### src/rtl/mem_access_unit.sv
// Multi-cycle load/store initiator for a word-wide, byte-addressed data memory.
// Optional range checking is enabled by defining MEM_ACCESS_RANGE_CHECK_EN.
module mem_access_unit #(
  parameter int unsigned MEM_BYTES = 1024
) (
  input  logic        clk,
  input  logic        rst,
  input  logic        req_valid,
  output logic        req_ready,
  input  logic        req_we,
  input  logic [1:0]  req_size,
  input  logic        req_signed,
  input  logic [31:0] req_addr,
  input  logic [31:0] req_wdata,
  output logic        resp_valid,
  output logic [31:0] resp_rdata,
  output logic        resp_err,
  output logic        stall,
  output logic        mem_ce,
  output logic        mem_we,
  output logic [31:0] mem_addr,
  output logic [31:0] mem_wdata,
  input  logic [31:0] mem_rdata
);

  localparam logic [1:0] S_IDLE  = 2'd0;
  localparam logic [1:0] S_READ  = 2'd1;
  localparam logic [1:0] S_WRITE = 2'd2;
  localparam logic [1:0] S_RESP  = 2'd3;

`ifdef MEM_ACCESS_RANGE_CHECK_EN
  localparam logic RANGE_CHECK = 1'b1;
`else
  localparam logic RANGE_CHECK = 1'b0;
`endif

  logic [1:0]  state_q, state_d;
  logic [31:0] addr_q, addr_d;
  logic [1:0]  size_q, size_d;
  logic        we_q, we_d;
  logic        sgn_q, sgn_d;
  logic [31:0] wdata_q, wdata_d;
  logic [31:0] rdata_q, rdata_d;
  logic        err_q, err_d;

  logic [2:0]  nbytes;
  logic [32:0] last_byte;
  logic        misaligned, past_end, acc_err;
  logic [7:0]  ld_byte;
  logic [15:0] ld_half;
  logic [31:0] ld_ext, merged;

  always_comb begin
    nbytes     = req_size[1] ? 3'd4 : (req_size[0] ? 3'd2 : 3'd1);
    last_byte  = {1'b0, req_addr} + {30'b0, nbytes} - 33'd1;
    past_end   = last_byte >= 33'(MEM_BYTES);
    misaligned = ((req_size == 2'b01) && req_addr[0]) ||
                 (req_size[1] && (req_addr[1:0] != 2'b00));
    acc_err    = misaligned || (RANGE_CHECK && past_end);
  end

  always_comb begin
    state_d = state_q;
    addr_d  = addr_q;
    size_d  = size_q;
    we_d    = we_q;
    sgn_d   = sgn_q;
    wdata_d = wdata_q;
    rdata_d = rdata_q;
    err_d   = err_q;
    case (state_q)
      S_IDLE: begin
        if (req_valid) begin
          addr_d  = req_addr;
          size_d  = req_size;
          we_d    = req_we;
          sgn_d   = req_signed;
          wdata_d = req_wdata;
          err_d   = acc_err;
          // Word stores skip the read; sub-word stores need the old word first.
          if (acc_err)                  state_d = S_RESP;
          else if (req_we && req_size[1]) state_d = S_WRITE;
          else                          state_d = S_READ;
        end
      end
      S_READ: begin
        rdata_d = mem_rdata;
        state_d = we_q ? S_WRITE : S_RESP;
      end
      S_WRITE: state_d = S_RESP;
      default: state_d = S_IDLE;
    endcase
  end

  always_ff @(posedge clk) begin
    if (rst) begin
      state_q <= S_IDLE;
      addr_q  <= '0;
      size_q  <= '0;
      we_q    <= 1'b0;
      sgn_q   <= 1'b0;
      wdata_q <= '0;
      rdata_q <= '0;
      err_q   <= 1'b0;
    end else begin
      state_q <= state_d;
      addr_q  <= addr_d;
      size_q  <= size_d;
      we_q    <= we_d;
      sgn_q   <= sgn_d;
      wdata_q <= wdata_d;
      rdata_q <= rdata_d;
      err_q   <= err_d;
    end
  end

  always_comb begin
    ld_byte = rdata_q[{addr_q[1:0], 3'b000} +: 8];
    ld_half = addr_q[1] ? rdata_q[31:16] : rdata_q[15:0];
    case (size_q)
      2'b00:   ld_ext = {{24{sgn_q & ld_byte[7]}}, ld_byte};
      2'b01:   ld_ext = {{16{sgn_q & ld_half[15]}}, ld_half};
      default: ld_ext = rdata_q;
    endcase
    merged = rdata_q;
    if (size_q == 2'b00)      merged[{addr_q[1:0], 3'b000} +: 8] = wdata_q[7:0];
    else if (size_q == 2'b01) merged[{addr_q[1], 4'b0000} +: 16] = wdata_q[15:0];
  end

  always_comb begin
    req_ready  = (state_q == S_IDLE);
    stall      = (state_q == S_READ) || (state_q == S_WRITE) ||
                 ((state_q == S_IDLE) && req_valid && !rst);
    resp_valid = (state_q == S_RESP);
    resp_err   = (state_q == S_RESP) && err_q;
    resp_rdata = ((state_q == S_RESP) && !we_q && !err_q) ? ld_ext : '0;
    mem_ce     = 1'b0;
    mem_we     = 1'b0;
    mem_addr   = '0;
    mem_wdata  = '0;
    if (state_q == S_READ) begin
      mem_ce   = 1'b1;
      mem_addr = {addr_q[31:2], 2'b00};
    end else if (state_q == S_WRITE) begin
      mem_ce    = 1'b1;
      mem_we    = 1'b1;
      mem_addr  = {addr_q[31:2], 2'b00};
      mem_wdata = size_q[1] ? wdata_q : merged;
    end
  end

endmodule

### config.mk
export PLATFORM = sky130hd
export DESIGN_NAME = mem_access_unit
export DESIGN_NICKNAME = d
export VERILOG_FILES = /design/src/rtl/mem_access_unit.sv
export SDC_FILE = /design/constraint.sdc
export NUM_CORES = 1
export LEC_CHECK = 0
export CAP_MARGIN = 30
export CORE_AREA = 4 4 118 120
export DETAILED_ROUTE_END_ITERATION = 10
export DIE_AREA = 0 0 122 124
export HOLD_SLACK_MARGIN = 0.06
export PLACE_DENSITY_LB_ADDON = 0.12
export SYNTH_ARGS = -nofsm -noshare
export SYNTH_HDL_FRONTEND = slang
export SYNTH_SLANG_ARGS = --single-unit
### constraint.sdc
create_clock -name clk -period 3.9 [get_ports clk]
set_input_delay 0.975 -clock clk [delete_from_list [all_inputs] [get_ports clk]]
set_output_delay 0.975 -clock clk [all_outputs]
set_load 0.005 [all_outputs]
* Word-level counts from Yosys, hierarchy flattened *
Index checks and enable logic that the tools add are counted.

storage, ports and cells
  register bits = 103
  output and inout bits = 102
  logic and storage cells = 61
  bits of input ports = 103

operators by class
  equality and inequality tests = 6
  bitwise operators = 2
  shifts and indexed selects = 5
  add/subtract/negate cells = 2
  reductions and logical operators = 18
  muxes and demuxes = 20

operator list
  operator                                                                  count
  32-bit 2-to-1 mux                                                         8
  32-bit bitwise mux                                                        2
  32-bit case mux with 2 select lines                                       1
  16-bit by 7-bit variable shift with 32-bit output (first input constant)  1
  8-bit by 7-bit variable shift with 32-bit output (first input constant)   1
  16-bit by 7-bit variable part select with 32-bit output                   1
  32-bit by 6-bit variable part select with 8-bit output                    1
  8-bit by 7-bit variable part select with 32-bit output                    1
  16-bit 2-to-1 mux                                                         1
  5-bit negation with 7-bit output                                          2
  1-bit logical AND                                                         8
  2-bit by 1-bit == test with 1-bit output (second input constant)          3
  2-bit 2-to-1 mux                                                          3
  2-bit case mux with 3 select lines                                        1
  2-bit == test (second input constant)                                     2
  2-bit logical NOT                                                         2
  1-bit 2-to-1 mux                                                          4
  1-bit logical NOT                                                         3
  1-bit logical OR                                                          3
  1-bit bitwise AND                                                         2
  2-bit != test (second input constant)                                     1
  2-bit AND reduction                                                       1
  2-bit nonzero test                                                        1

* Logic depth before layout (Yosys ltp) *
  word-level depth = 8
  gate-level depth with buffers = 8
  gate-level depth less buffers = 5

* Worst setup path after synthesis *
No wires, ideal clock.

  path kind = flip-flop to output port
  start = register addr_q[1]
  end = output mem_wdata[0]
  stages on the path, launching flop included = 8
  slack = 0.539 ns
  buffers on the path = 2
  data arrival time = 2.386 ns
  cell sequence = dfxtp_1 > clkbuf_1 > buf_2 > inv_1 > ha_1 > or4b_4 > a311oi_4 > a22o_1

between the ends
  longest elaborated chain between the ends = 8
  elaborated cells on any way between the ends = 13

RTL lines
  what                                                                                                                          line  RTL
  start, declared                                                                                                               38    logic [31:0] addr_q, addr_d;
  start signal, assigned                                                                                                        107   addr_q <= addr_d;
  5-bit negation with 7-bit output                                                                                              127   else if (size_q == 2'b01) merged[{addr_q[1], 4'b0000} +: 16] = wdata_q[15:0];
  16-bit by 7-bit variable part select with 32-bit output or 16-bit by 7-bit variable shift with 32-bit output (tied branches)  127
  32-bit bitwise mux                                                                                                            127
  32-bit 2-to-1 mux                                                                                                             127
  32-bit 2-to-1 mux *                                                                                                           126   if (size_q == 2'b00) merged[{addr_q[1:0], 3'b000} +: 8] = wdata_q[7:0];
  32-bit 2-to-1 mux *                                                                                                           148   mem_wdata = size_q[1] ? wdata_q : merged;
  32-bit 2-to-1 mux *                                                                                                           144   end else if (state_q == S_WRITE) begin
  32-bit 2-to-1 mux *                                                                                                           141   if (state_q == S_READ) begin
  end, declared                                                                                                                 22    output logic [31:0] mem_wdata,

Every way passes the cells marked *; elsewhere a longest branch is shown, timed or not.

* Worst setup path in the final report *
  start = register addr_q[0]
  end = output mem_wdata[4]

between the ends
  longest elaborated chain between the ends = 7
  elaborated cells on any way between the ends = 8

RTL lines
  what                                                                                                                        line
  5-bit negation with 7-bit output *                                                                                          126
  8-bit by 7-bit variable part select with 32-bit output or 8-bit by 7-bit variable shift with 32-bit output (tied branches)  126
  32-bit bitwise mux *                                                                                                        126
  32-bit 2-to-1 mux *                                                                                                         126
  32-bit 2-to-1 mux *                                                                                                         148
  32-bit 2-to-1 mux *                                                                                                         144
  32-bit 2-to-1 mux *                                                                                                         141

Marks and branches as above.

==> impl_metrics.env <==
export IMPL_route_detailed_drc=0
export IMPL_max_slew_margin_pct=45.5
export IMPL_critPathLaunchType="flip-flop"
export IMPL_setup_violations=0
export IMPL_drtIter0Drc=458
export IMPL_worstHoldStart="addr_q[28]$_SDFFE_PP0P_"
export IMPL_synthFlopType="dfxtp_1"
export IMPL_hpwl_um=15100
export IMPL_antenna_cells=0
export IMPL_hold_buffers=0
export IMPL_synthTopCellsByArea="dfxtp_1, nand2_1, a21oi_1"
export IMPL_netlist_area_um2=5740
export IMPL_synth_top_area_share_pct=35.9
export IMPL_clockBufferDepth=2
export IMPL_grt_pass1_wl_um=31700
export IMPL_drv_cap=0
export IMPL_cts_tree="yes"
export IMPL_r2r_cells=6
export IMPL_tightest_slew_ps=818
export IMPL_grt_pass1_vias=5900
export IMPL_die_area_um2=15100
export IMPL_holdWs_ps=451
export IMPL_gp_congestion=0.895
export IMPL_fillers=1157
export IMPL_yosysSeqAreaShare_pct=35.9
export IMPL_peakVddDrop_uv=645
export IMPL_grt_max_degree=79
export IMPL_synthMuxAreaShare_pct=9.62
export IMPL_fmax_mhz=266
export IMPL_synth_adder_area_share_pct=1.96
export IMPL_placed_area_um2=7890
export IMPL_row_count=42
export IMPL_async_reset_ff_share_pct=0
export IMPL_cp_arrival_ps=2790
export IMPL_io_buffers=202
export IMPL_rsz0062_at_grt="false"
export IMPL_cts_num_sinks=103
export IMPL_ys_seq_elements=103
export IMPL_final_max_slew_violation_count=0
export IMPL_die_w_um=122
export IMPL_finish_instance_area_um2=8220
export IMPL_cts_clk_slew_worst_paths_ps=70
export IMPL_p_per_area_nw_per_um2=530
export IMPL_critPathCaptureType="output port"
export IMPL_min_period_ps=3760
export IMPL_synth_top_family_by_area="compound AO/OA/AOI/OAI gates"
export IMPL_ant_nets=0
export IMPL_track_usage_pct=27.1
export IMPL_final_common_cell="clkdlybuf4s50_1"
export IMPL_start_util_pct=44.2
export IMPL_numCtsBuffers=9
export IMPL_whs_path_depth=2
export IMPL_wirelength_um=21000
export IMPL_yosys_warnings=0
export IMPL_rr_startpoint="state_q[1]$_SDFFE_PP0P_"
export IMPL_synth_area_per_cell_um2=7.83
export IMPL_vias_per_cell=5.78
export IMPL_synth_xor_area_share_pct=0
export IMPL_power_mw=4.36
export IMPL_drive_above_1_share_pct=7.04
export IMPL_synth_compound_gate_area_share_pct=23.8
export IMPL_fin_crit_sh_pct=96.5
export IMPL_dr_total_vias=6270
export IMPL_synthSimpleGateAreaFrac_pct=23.1
export IMPL_grt_overflow=0
export IMPL_final_nets=1017
export IMPL_cp_max_fo=6
export IMPL_synth_edf_count=0
export IMPL_synth_cells=733
export IMPL_finalHoldViolations=0
export IMPL_htreeDepth=3
export IMPL_syn_to_final_growth_pct=43.3
export IMPL_clk_latency_ps=350
export IMPL_outcome="finished, final reports clean"
export IMPL_cellLeakagePower_nw=2.89
export IMPL_synth_distinct_cells=50
export IMPL_holdPathEnd="addr_q[28]$_SDFFE_PP0P_"
export IMPL_final_cell_mix="clkdlybuf4s50_1, nand2_1, dfxtp_1"
export IMPL_io_pins=205
export IMPL_drt_pass1_iterations=5
export IMPL_skew_ps=7.28
export IMPL_die_y_um=124
export IMPL_postLayoutCoreUtil_pct=63.3
export IMPL_r2r_end="wdata_q[12]$_SDFFE_PP0P_"
export IMPL_finalSetupTns_ps=0
export IMPL_regToRegSetupSlack_ps=1930
export IMPL_post_drt_wl_per_cell_um=19.3
export IMPL_hold_path_class="reg -> reg"
export IMPL_crit_required_ps=2920
export IMPL_crit_type="reg -> out"
export IMPL_root_buffer="clkbuf_16"
export IMPL_core_area_um2=13000
export IMPL_yosys_area_top_type="dfxtp_1"
export IMPL_antenna_found_initial=0
==> registers in the layout, indices dropped and copies added, names as in the netlist <==
signal,count
rdata_q,32
addr_q,32
sgn_q,1
state_q,2
size_q,2
we_q,1
wdata_q,32
err_q,1
==> worst max-delay path by stage <==
stage,endpoint,slack (ps),depth (start not counted),from
3_3_place_gp,mem_wdata[7],390,6,addr_q[0]$_SDFFE_PP0P_
4_1_cts,mem_wdata[0],0.2,6,addr_q[0]$_SDFFE_PP0P_
6_report,mem_wdata[4],140,7,addr_q[0]$_SDFFE_PP0P_
2_1_floorplan,mem_wdata[0],540,7,addr_q[1]$_SDFFE_PP0P_
3_5_place_dp,mem_wdata[0],370,6,addr_q[0]$_SDFFE_PP0P_
5_1_grt,resp_rdata[18],8,6,state_q[0]$_SDFFE_PP0P_
==> cell usage after synthesis, drive strengths merged, types with 9 or more instances <==
| cell | n |
|---|---|
| a221oi | 17 |
| dfxtp | 103 |
| ha | 9 |
| mux2i | 33 |
| nor2 | 45 |
| nand2 | 145 |
| clkbuf | 51 |
| o31ai | 9 |
| buf | 16 |
| o2bb2ai | 16 |
| o21ai | 31 |
| a21oi | 95 |
| a31oi | 14 |
| nor3 | 24 |
| nor2b | 41 |
| inv | 9 |
==> stage by stage <==
| stage | worst slack [ps] | instances |
|---|---|---|
| 2_1_floorplan | 539 | 734 |
| 3_3_place_gp | 393 | 1067 |
| 3_5_place_dp | 372 | 1068 |
| 4_1_cts | 0.200 | 1083 |
| 5_1_grt | 8.44 | 1085 |
| 6_report | 138 | 1085 |
==> logic make-up after synthesis <==
kind of cell / Yosys count
buffers and inverters: 76
DFF: 103
AOI/OAI and AO/OA: 216
and+or+nand+nor: 284
adders and majority gates: 9
other: 1
muxes: 44
==> layout make-up <==
| type | count | area [um2] | share of cell area [%] |
|---|---|---|---|
| repair buffers | 227 | 2210 | 26.9 |
| clock inverters | 4 | 52.6 | 0.639 |
| well taps | 176 | 220 | 2.68 |
| multi-input cells | 555 | 3380 | 41.2 |
| clock buffers | 11 | 253 | 3.08 |
| inverters | 9 | 33.8 | 0.411 |
| flip-flops and latches | 103 | 2060 | 25.1 |
==> where the power goes <==
group	switching (mW)	leakage (nW)	total (mW)	internal, mW
combinational	1.01	1.89	1.89	0.880
clock	0.403	0.152	0.934	0.532
sequential	0.273	0.844	1.53	1.26
total	1.69	2.89	4.36	2.67
==> repair_timing <==
| action | CTS | global route |
|---|---|---|
| setup endpoints to repair | 8 | 16 |
| pin swaps | 1 | 1 |
| resized for setup | 0 | 2 |
| setup buffers | 0 | 2 |
==> layer usage <==
metal	up-vias	track usage, %	share of wire (%)
li1	2932	-	-
met1	2976	34.1	41
met2	312	44.4	47
met3	50	6.49	9.0
met4	0	11.6	3.2
met5	-	0	0
==> worst max-delay path, cell delays in order, from the launching register on <==
cell             delay, ps
dfxtp_1                330
inv_1                   80
ha_1                   350
or4b_4                 510
a311oi_4               310
buf_4                  200
a22o_1                 150
clkdlybuf4s50_1        500
(Power assumes the default switching activity.)
